--- config.mk ---
export PLATFORM = sky130hd
export DESIGN_NAME = fir_tap_sequencer
export DESIGN_NICKNAME = d
export VERILOG_FILES = /design/src/rtl/fir_pkg.sv /design/src/rtl/fir_sample_buffer.sv /design/src/rtl/fir_tap_sequencer.sv
export SDC_FILE = /design/constraint.sdc
export NUM_CORES = 2
export LEC_CHECK = 0
export CAP_MARGIN = 20
export CORE_AREA = 2 2 423 425
export DETAILED_ROUTE_END_ITERATION = 16
export DIE_AREA = 0 0 425 427
export PLACE_DENSITY = 0.67
export RECOVER_POWER = 50
export SETUP_SLACK_MARGIN = 0.05
export SLEW_MARGIN = 40
export SYNTH_ARGS = -nofsm -noshare
export SYNTH_HDL_FRONTEND = slang
export SYNTH_SLANG_ARGS = --single-unit
--- constraint.sdc ---
create_clock -name clk -period 7.3 [get_ports clk]
set_input_delay 1.095 -clock clk [delete_from_list [all_inputs] [get_ports clk]]
set_output_delay 1.095 -clock clk [all_outputs]
set_load 0.02 [all_outputs]
--- src/rtl/fir_pkg.sv ---
// Shared types and helpers for the FIR tap sequencer.
package fir_pkg;

  typedef enum logic {
    IDLE = 1'b0,
    RUN  = 1'b1
  } seq_state_t;

  // Index width for a table of n entries, never less than one bit.
  function automatic int unsigned tap_idx_bits(input int unsigned n);
    return (n <= 2) ? 1 : $clog2(n);
  endfunction

  // (a - b) mod n for operands already in 0..n-1; no power-of-two assumption.
  function automatic int unsigned wrap_sub(input int unsigned a, input int unsigned b,
                                           input int unsigned n);
    return (a >= b) ? (a - b) : (a + n - b);
  endfunction

endpackage

--- src/rtl/fir_sample_buffer.sv ---
// Circular delay-line storage: one write port, one combinational read port.
module fir_sample_buffer
  import fir_pkg::*;
#(
  parameter int unsigned DEPTH = 64,
  parameter int unsigned WIDTH = 16,
  parameter int unsigned IW    = 6
) (
  input  logic             clk,
  input  logic             rst_n,
  input  logic             wr_en,
  input  logic [IW-1:0]    wr_idx,
  input  logic [WIDTH-1:0] wr_data,
  input  logic [IW-1:0]    rd_idx,
  output logic [WIDTH-1:0] rd_data
);

  logic [WIDTH-1:0] mem_q [DEPTH];
  logic [WIDTH-1:0] mem_d [DEPTH];

  always_comb begin
    mem_d = mem_q;
    if (wr_en) mem_d[wr_idx] = wr_data;
  end

  // Clearing on reset guarantees zero history for the first periods.
  always_ff @(posedge clk) begin
    if (!rst_n) mem_q <= '{default: '0};
    else        mem_q <= mem_d;
  end

  assign rd_data = mem_q[rd_idx];

endmodule

--- src/rtl/fir_tap_sequencer.sv ---
// Accepts one sample per filter period and streams (sample, coeff) tap pairs
// to the serial MAC, with restart marker and MAC clock-enable.
module fir_tap_sequencer
  import fir_pkg::*;
#(
  parameter int unsigned FILTER_IN_BITS = 16,
  parameter int unsigned COEFF_BITS     = 16,
  parameter int unsigned NUMBER_OF_TAPS = 64
) (
  input  logic                                 clk,
  input  logic                                 rst_n,
  input  logic                                 clk_enable,
  input  logic                                 in_valid,
  output logic                                 in_ready,
  input  logic [FILTER_IN_BITS-1:0]            filter_in,
  input  logic [NUMBER_OF_TAPS*COEFF_BITS-1:0] coeffs,
  output logic [FILTER_IN_BITS-1:0]            delay_filter_in,
  output logic [COEFF_BITS-1:0]                coeff,
  output logic                                 phase_min,
  output logic                                 mac_enable,
  output logic                                 busy
);

  localparam int unsigned   IW   = tap_idx_bits(NUMBER_OF_TAPS);
  localparam logic [IW-1:0] LAST = IW'(NUMBER_OF_TAPS - 1);

  seq_state_t              state_q, state_d;
  logic [IW-1:0]           tap_cnt_q, tap_cnt_d;
  logic [IW-1:0]           wr_ptr_q, wr_ptr_d;
  logic [IW-1:0]           newest_q, newest_d;
  logic [FILTER_IN_BITS-1:0] dfi_q, dfi_d;
  logic [COEFF_BITS-1:0]   coeff_q, coeff_d;
  logic                    phase_min_q, phase_min_d;
  logic                    mac_enable_q, mac_enable_d;

  logic                    accept;
  logic [IW-1:0]           rd_idx;
  logic [FILTER_IN_BITS-1:0] rd_data;
  logic [COEFF_BITS-1:0]   coeff_tbl [NUMBER_OF_TAPS];

  for (genvar g = 0; g < NUMBER_OF_TAPS; g++) begin : g_coeff
    assign coeff_tbl[g] = coeffs[g*COEFF_BITS +: COEFF_BITS];
  end

  // Ready in IDLE, or on the last tap so the next period follows with no bubble.
  assign in_ready = rst_n & clk_enable &
                    ((state_q == IDLE) | ((state_q == RUN) & (tap_cnt_q == LAST)));
  assign accept   = in_valid & in_ready;

  assign rd_idx = IW'(wrap_sub(32'(newest_q), 32'(tap_cnt_q), NUMBER_OF_TAPS));

  fir_sample_buffer #(
    .DEPTH (NUMBER_OF_TAPS),
    .WIDTH (FILTER_IN_BITS),
    .IW    (IW)
  ) u_buf (
    .clk     (clk),
    .rst_n   (rst_n),
    .wr_en   (accept),
    .wr_idx  (wr_ptr_q),
    .wr_data (filter_in),
    .rd_idx  (rd_idx),
    .rd_data (rd_data)
  );

  always_comb begin
    state_d      = state_q;
    tap_cnt_d    = tap_cnt_q;
    wr_ptr_d     = wr_ptr_q;
    newest_d     = newest_q;
    dfi_d        = dfi_q;
    coeff_d      = coeff_q;
    phase_min_d  = phase_min_q;
    mac_enable_d = 1'b0;

    if (clk_enable) begin
      case (state_q)
        IDLE: begin
          dfi_d       = '0;
          coeff_d     = '0;
          phase_min_d = 1'b0;
        end
        RUN: begin
          dfi_d        = rd_data;
          coeff_d      = coeff_tbl[tap_cnt_q];
          phase_min_d  = (tap_cnt_q == '0);
          mac_enable_d = 1'b1;
          if (tap_cnt_q == LAST) begin
            state_d   = IDLE;
            tap_cnt_d = '0;
          end else begin
            tap_cnt_d = tap_cnt_q + IW'(1);
          end
        end
        default: state_d = IDLE;
      endcase

      // A new sample restarts the period; the write lands on the same edge.
      if (accept) begin
        newest_d  = wr_ptr_q;
        wr_ptr_d  = (wr_ptr_q == LAST) ? '0 : wr_ptr_q + IW'(1);
        tap_cnt_d = '0;
        state_d   = RUN;
      end
    end
  end

  always_ff @(posedge clk) begin
    if (!rst_n) begin
      state_q      <= IDLE;
      tap_cnt_q    <= '0;
      wr_ptr_q     <= '0;
      newest_q     <= '0;
      dfi_q        <= '0;
      coeff_q      <= '0;
      phase_min_q  <= 1'b0;
      mac_enable_q <= 1'b0;
    end else begin
      state_q      <= state_d;
      tap_cnt_q    <= tap_cnt_d;
      wr_ptr_q     <= wr_ptr_d;
      newest_q     <= newest_d;
      dfi_q        <= dfi_d;
      coeff_q      <= coeff_d;
      phase_min_q  <= phase_min_d;
      mac_enable_q <= mac_enable_d;
    end
  end

  assign delay_filter_in = dfi_q;
  assign coeff           = coeff_q;
  assign phase_min       = phase_min_q;
  assign mac_enable      = mac_enable_q;
  assign busy            = (state_q == RUN);

endmodule

==> results.md <==
* Number of H-tree levels at 3
* Pins over their slew limit at 492
* Vias per cell at 5.70
* # Post-CTS Setup Buffers at 0
* Critical path class: in2reg
* Port Buffer Count at 1079
* Cells after Synth at 5596
* Largest family of logic cells by synthesized area: multiplexers
* Share of the synthesized area in the top cell type at 37.1%
* GP Congestion at 0.937
* Post-Syn Area at 58200 sq um
* Synth warn at 0
* Setup crit end kind: flip-flop
* # DRC at 0
* Top-count cell post-synth: dfxtp_1
* Worst IR Drop VDD at 0.000188 V
* Synthesized area per cell at 10.4 sq um
* Final period util at 82.1%
* Skew final at 42.3 ps
* Largest net degree at the start of global routing at 239
* Worst-Margin Slew at 3160 ps
* # nets final at 7346
* Violated checks: max-capacitance violations, max-slew violations
* Crit path time final at 5990 ps
* Top post-synthesis cells by count: 1077 x dfxtp_1, 1011 x nand2_1, 591 x mux4_2
* Crit Path Max Fanout at 115
* Post-synth net total at 6649
* Post-DP Area at 70300 sq um
* Vias in the first global route at 47900
* Initial core utilization at 32.8%
* CTS tree: done
* Setup violators final at 0
* DIE AREA at 181000 sq um
* Post-synthesis compound-gate area fraction at 10.3%
* Clk sinks at 1077
* Setup TNS at 0 ps
* Detailed-route via count at 50200
* Total CTS buffers at 116
* FP Rows at 155
* RSZ-0062 raised after global routing: false
* Clock Tree Buf Depth at 3
* XOR/XNOR Fraction of Synth Area at 0.181%
* Synth Area in Simple Gates at 17.0%
* Final Instance Area at 74400 sq um
* Ys flop type: dfxtp_1
* Pwr per Cell Area at 187 nW/um^2
* Mux cell area share after synthesis at 30.2%
* CP required at 7930 ps
* Synth area leader: dfxtp_1
* Worst EP arrival at 6620 ps
* Post-synth ARST share at 0%
* Hold Buf Count CTS at 0
* Layout area overhead at 27.9%
* Core area at 177000 sq um
* FF+latch count, synth at 1077
* Root Buffer: clkbuf_16
* Final wirelength at 274000 um
* Leakage power at 0.0231 uW
* Post-CTS sizing at 0
* Die width at 425 um
* I/O pin cnt at 1080
* Total global-route track usage at 29.0%
* F_max at 0.167 GHz
* Sequential area share after synthesis at 37.1%
* Hpwl dp at 195000 um
* Endpoints failing hold at 0
* Drt first pass iters at 6
* Layout cells sized above 1 at 15.3%
* EDFF count, synth at 0
* Detail Route Antenna Nets at 0
* Distinct cells, synth at 63
* Max-cap viol count at 21
* Initial antenna violation count at 75
* Worst skew pair latency at 760 ps
* First-pass GRT wire length at 375000 um
* Startpoint Class: input pin
* DIE HEIGHT at 427 um
* Global route overflow at 0
* Top cells by area, synth: dfxtp_1 37%, mux4_2 23%, a21boi_0 7.4%, mux2i_1 7.2%, nand2_1 6.5%
* Initial drt markers at 5702
* Worst slew margin at -110%
* Status: finished, violations left
* Hold Slack at 451 ps
* Clock transition at path regs at 60 ps
* Min-Delay Path Class: reg2reg
* Post-Synth Adder-Cell Area at 0.207%
* Avg WL per Cell at 31.1 um
flip-flops by register name (all words and copies together) (netlist names):
name / flops
delay_filter_in: 16
coeff: 16
busy: 1
mac_enable: 1
u_buf.mem_q: 1024
phase_min: 1
wr_ptr_q: 6
tap_cnt_q: 6
newest_q: 6
final cells by class:
cell class | instances | area, sq um
Fill cell | 16800 | 103000
Multi-Input combinational cell | 3896 | 33600
Sequential cell | 1077 | 21600
Timing Repair Buffer | 1193 | 11900
Clock buffer | 169 | 3470
Tap cell | 2355 | 2950
Clock inverter | 52 | 716
Antenna cell | 59 | 148
Inverter | 9 | 36.3
logic make-up (layout without fill, tap and decap cells):
group                      Yosys count  in the layout
AOI/OAI and AO/OA                  801            801
xor gates and xnor gates            12             12
adders and majority gates            9              9
buffers and inverters              623           1423
DFF                               1077           1077
muxes                             1016           1016
other                                0             59
and+or+nand+nor                   2058           2058
critical path, cell delays in order:
cell	delay, ps
buf_8	460
clkbuf_1	2170
clkbuf_1	2340
a21boi_0	350
metal layers:
metal / routed length (um) / global-route usage (%) / part of all wire [%] / vias up
li1: - / - / - / 21600
met1: 113000 / 38.7 / 41 / 25600
met2: 127000 / 45.4 / 46 / 2577
met3: 25000 / 7.78 / 9.1 / 382
met4: 9300 / 8.97 / 3.4 / 26
met5: 295 / 1.16 / 0.11 / -
final timing paths:
path / startpoint / endpoint / slack, ps / cells after the start
setup / recovery: rst_n / u_buf.mem_q[366]$_SDFFE_PN0P_ / 1310 / 4
hold / removal: u_buf.mem_q[567]$_SDFFE_PN0P_ / u_buf.mem_q[567]$_SDFFE_PN0P_ / 450 / 2
setup reg to reg: tap_cnt_q[1]$_SDFFE_PN0P_ / delay_filter_in[13]$_SDFFE_PN0P_ / 1760 / 9
hold reg to reg: u_buf.mem_q[567]$_SDFFE_PN0P_ / u_buf.mem_q[567]$_SDFFE_PN0P_ / 450 / 2
power breakdown:
| part | switching, uW | internal [uW] |
|---|---|---|
| Sequential | 8.49 | 5880 |
| Clock | 2630 | 3770 |
| Combinational | 754 | 868 |
| Total | 3390 | 10500 |
layout by cell type, fill, tap and decap left out, types with 25 or more instances in the layout:
| cell type | instances |
|---|---|
| nand2_1 | 996 |
| nor2b_1 | 394 |
| clkbuf_16 | 119 |
| buf_4 | 61 |
| clkbuf_1 | 31 |
| mux4_2 | 591 |
| clkinv_2 | 25 |
| a21boi_1 | 69 |
| diode_2 | 59 |
| dlygate4sd3_1 | 36 |
| clkdlybuf4s50_1 | 1025 |
| nand3_1 | 535 |
| dfxtp_1 | 1074 |
| nor2_1 | 41 |
| a21boi_0 | 573 |
| mux2i_1 | 418 |
| clkbuf_8 | 30 |
metrics by stage:
step           utilization [%]  power (uW)  cells  worst slack (ps)
2_1_floorplan                -        6650   5596              3390
3_3_place_gp              39.5        7600   8513              2090
3_5_place_dp              39.7        7610   8524              2060
4_1_cts                   42.0       13900   8745              2060
5_1_grt                   41.9       14300   8784               882
6_report                  42.0       13900   8810              1310
No activity file was read; power rests on OpenSTA's default activity.
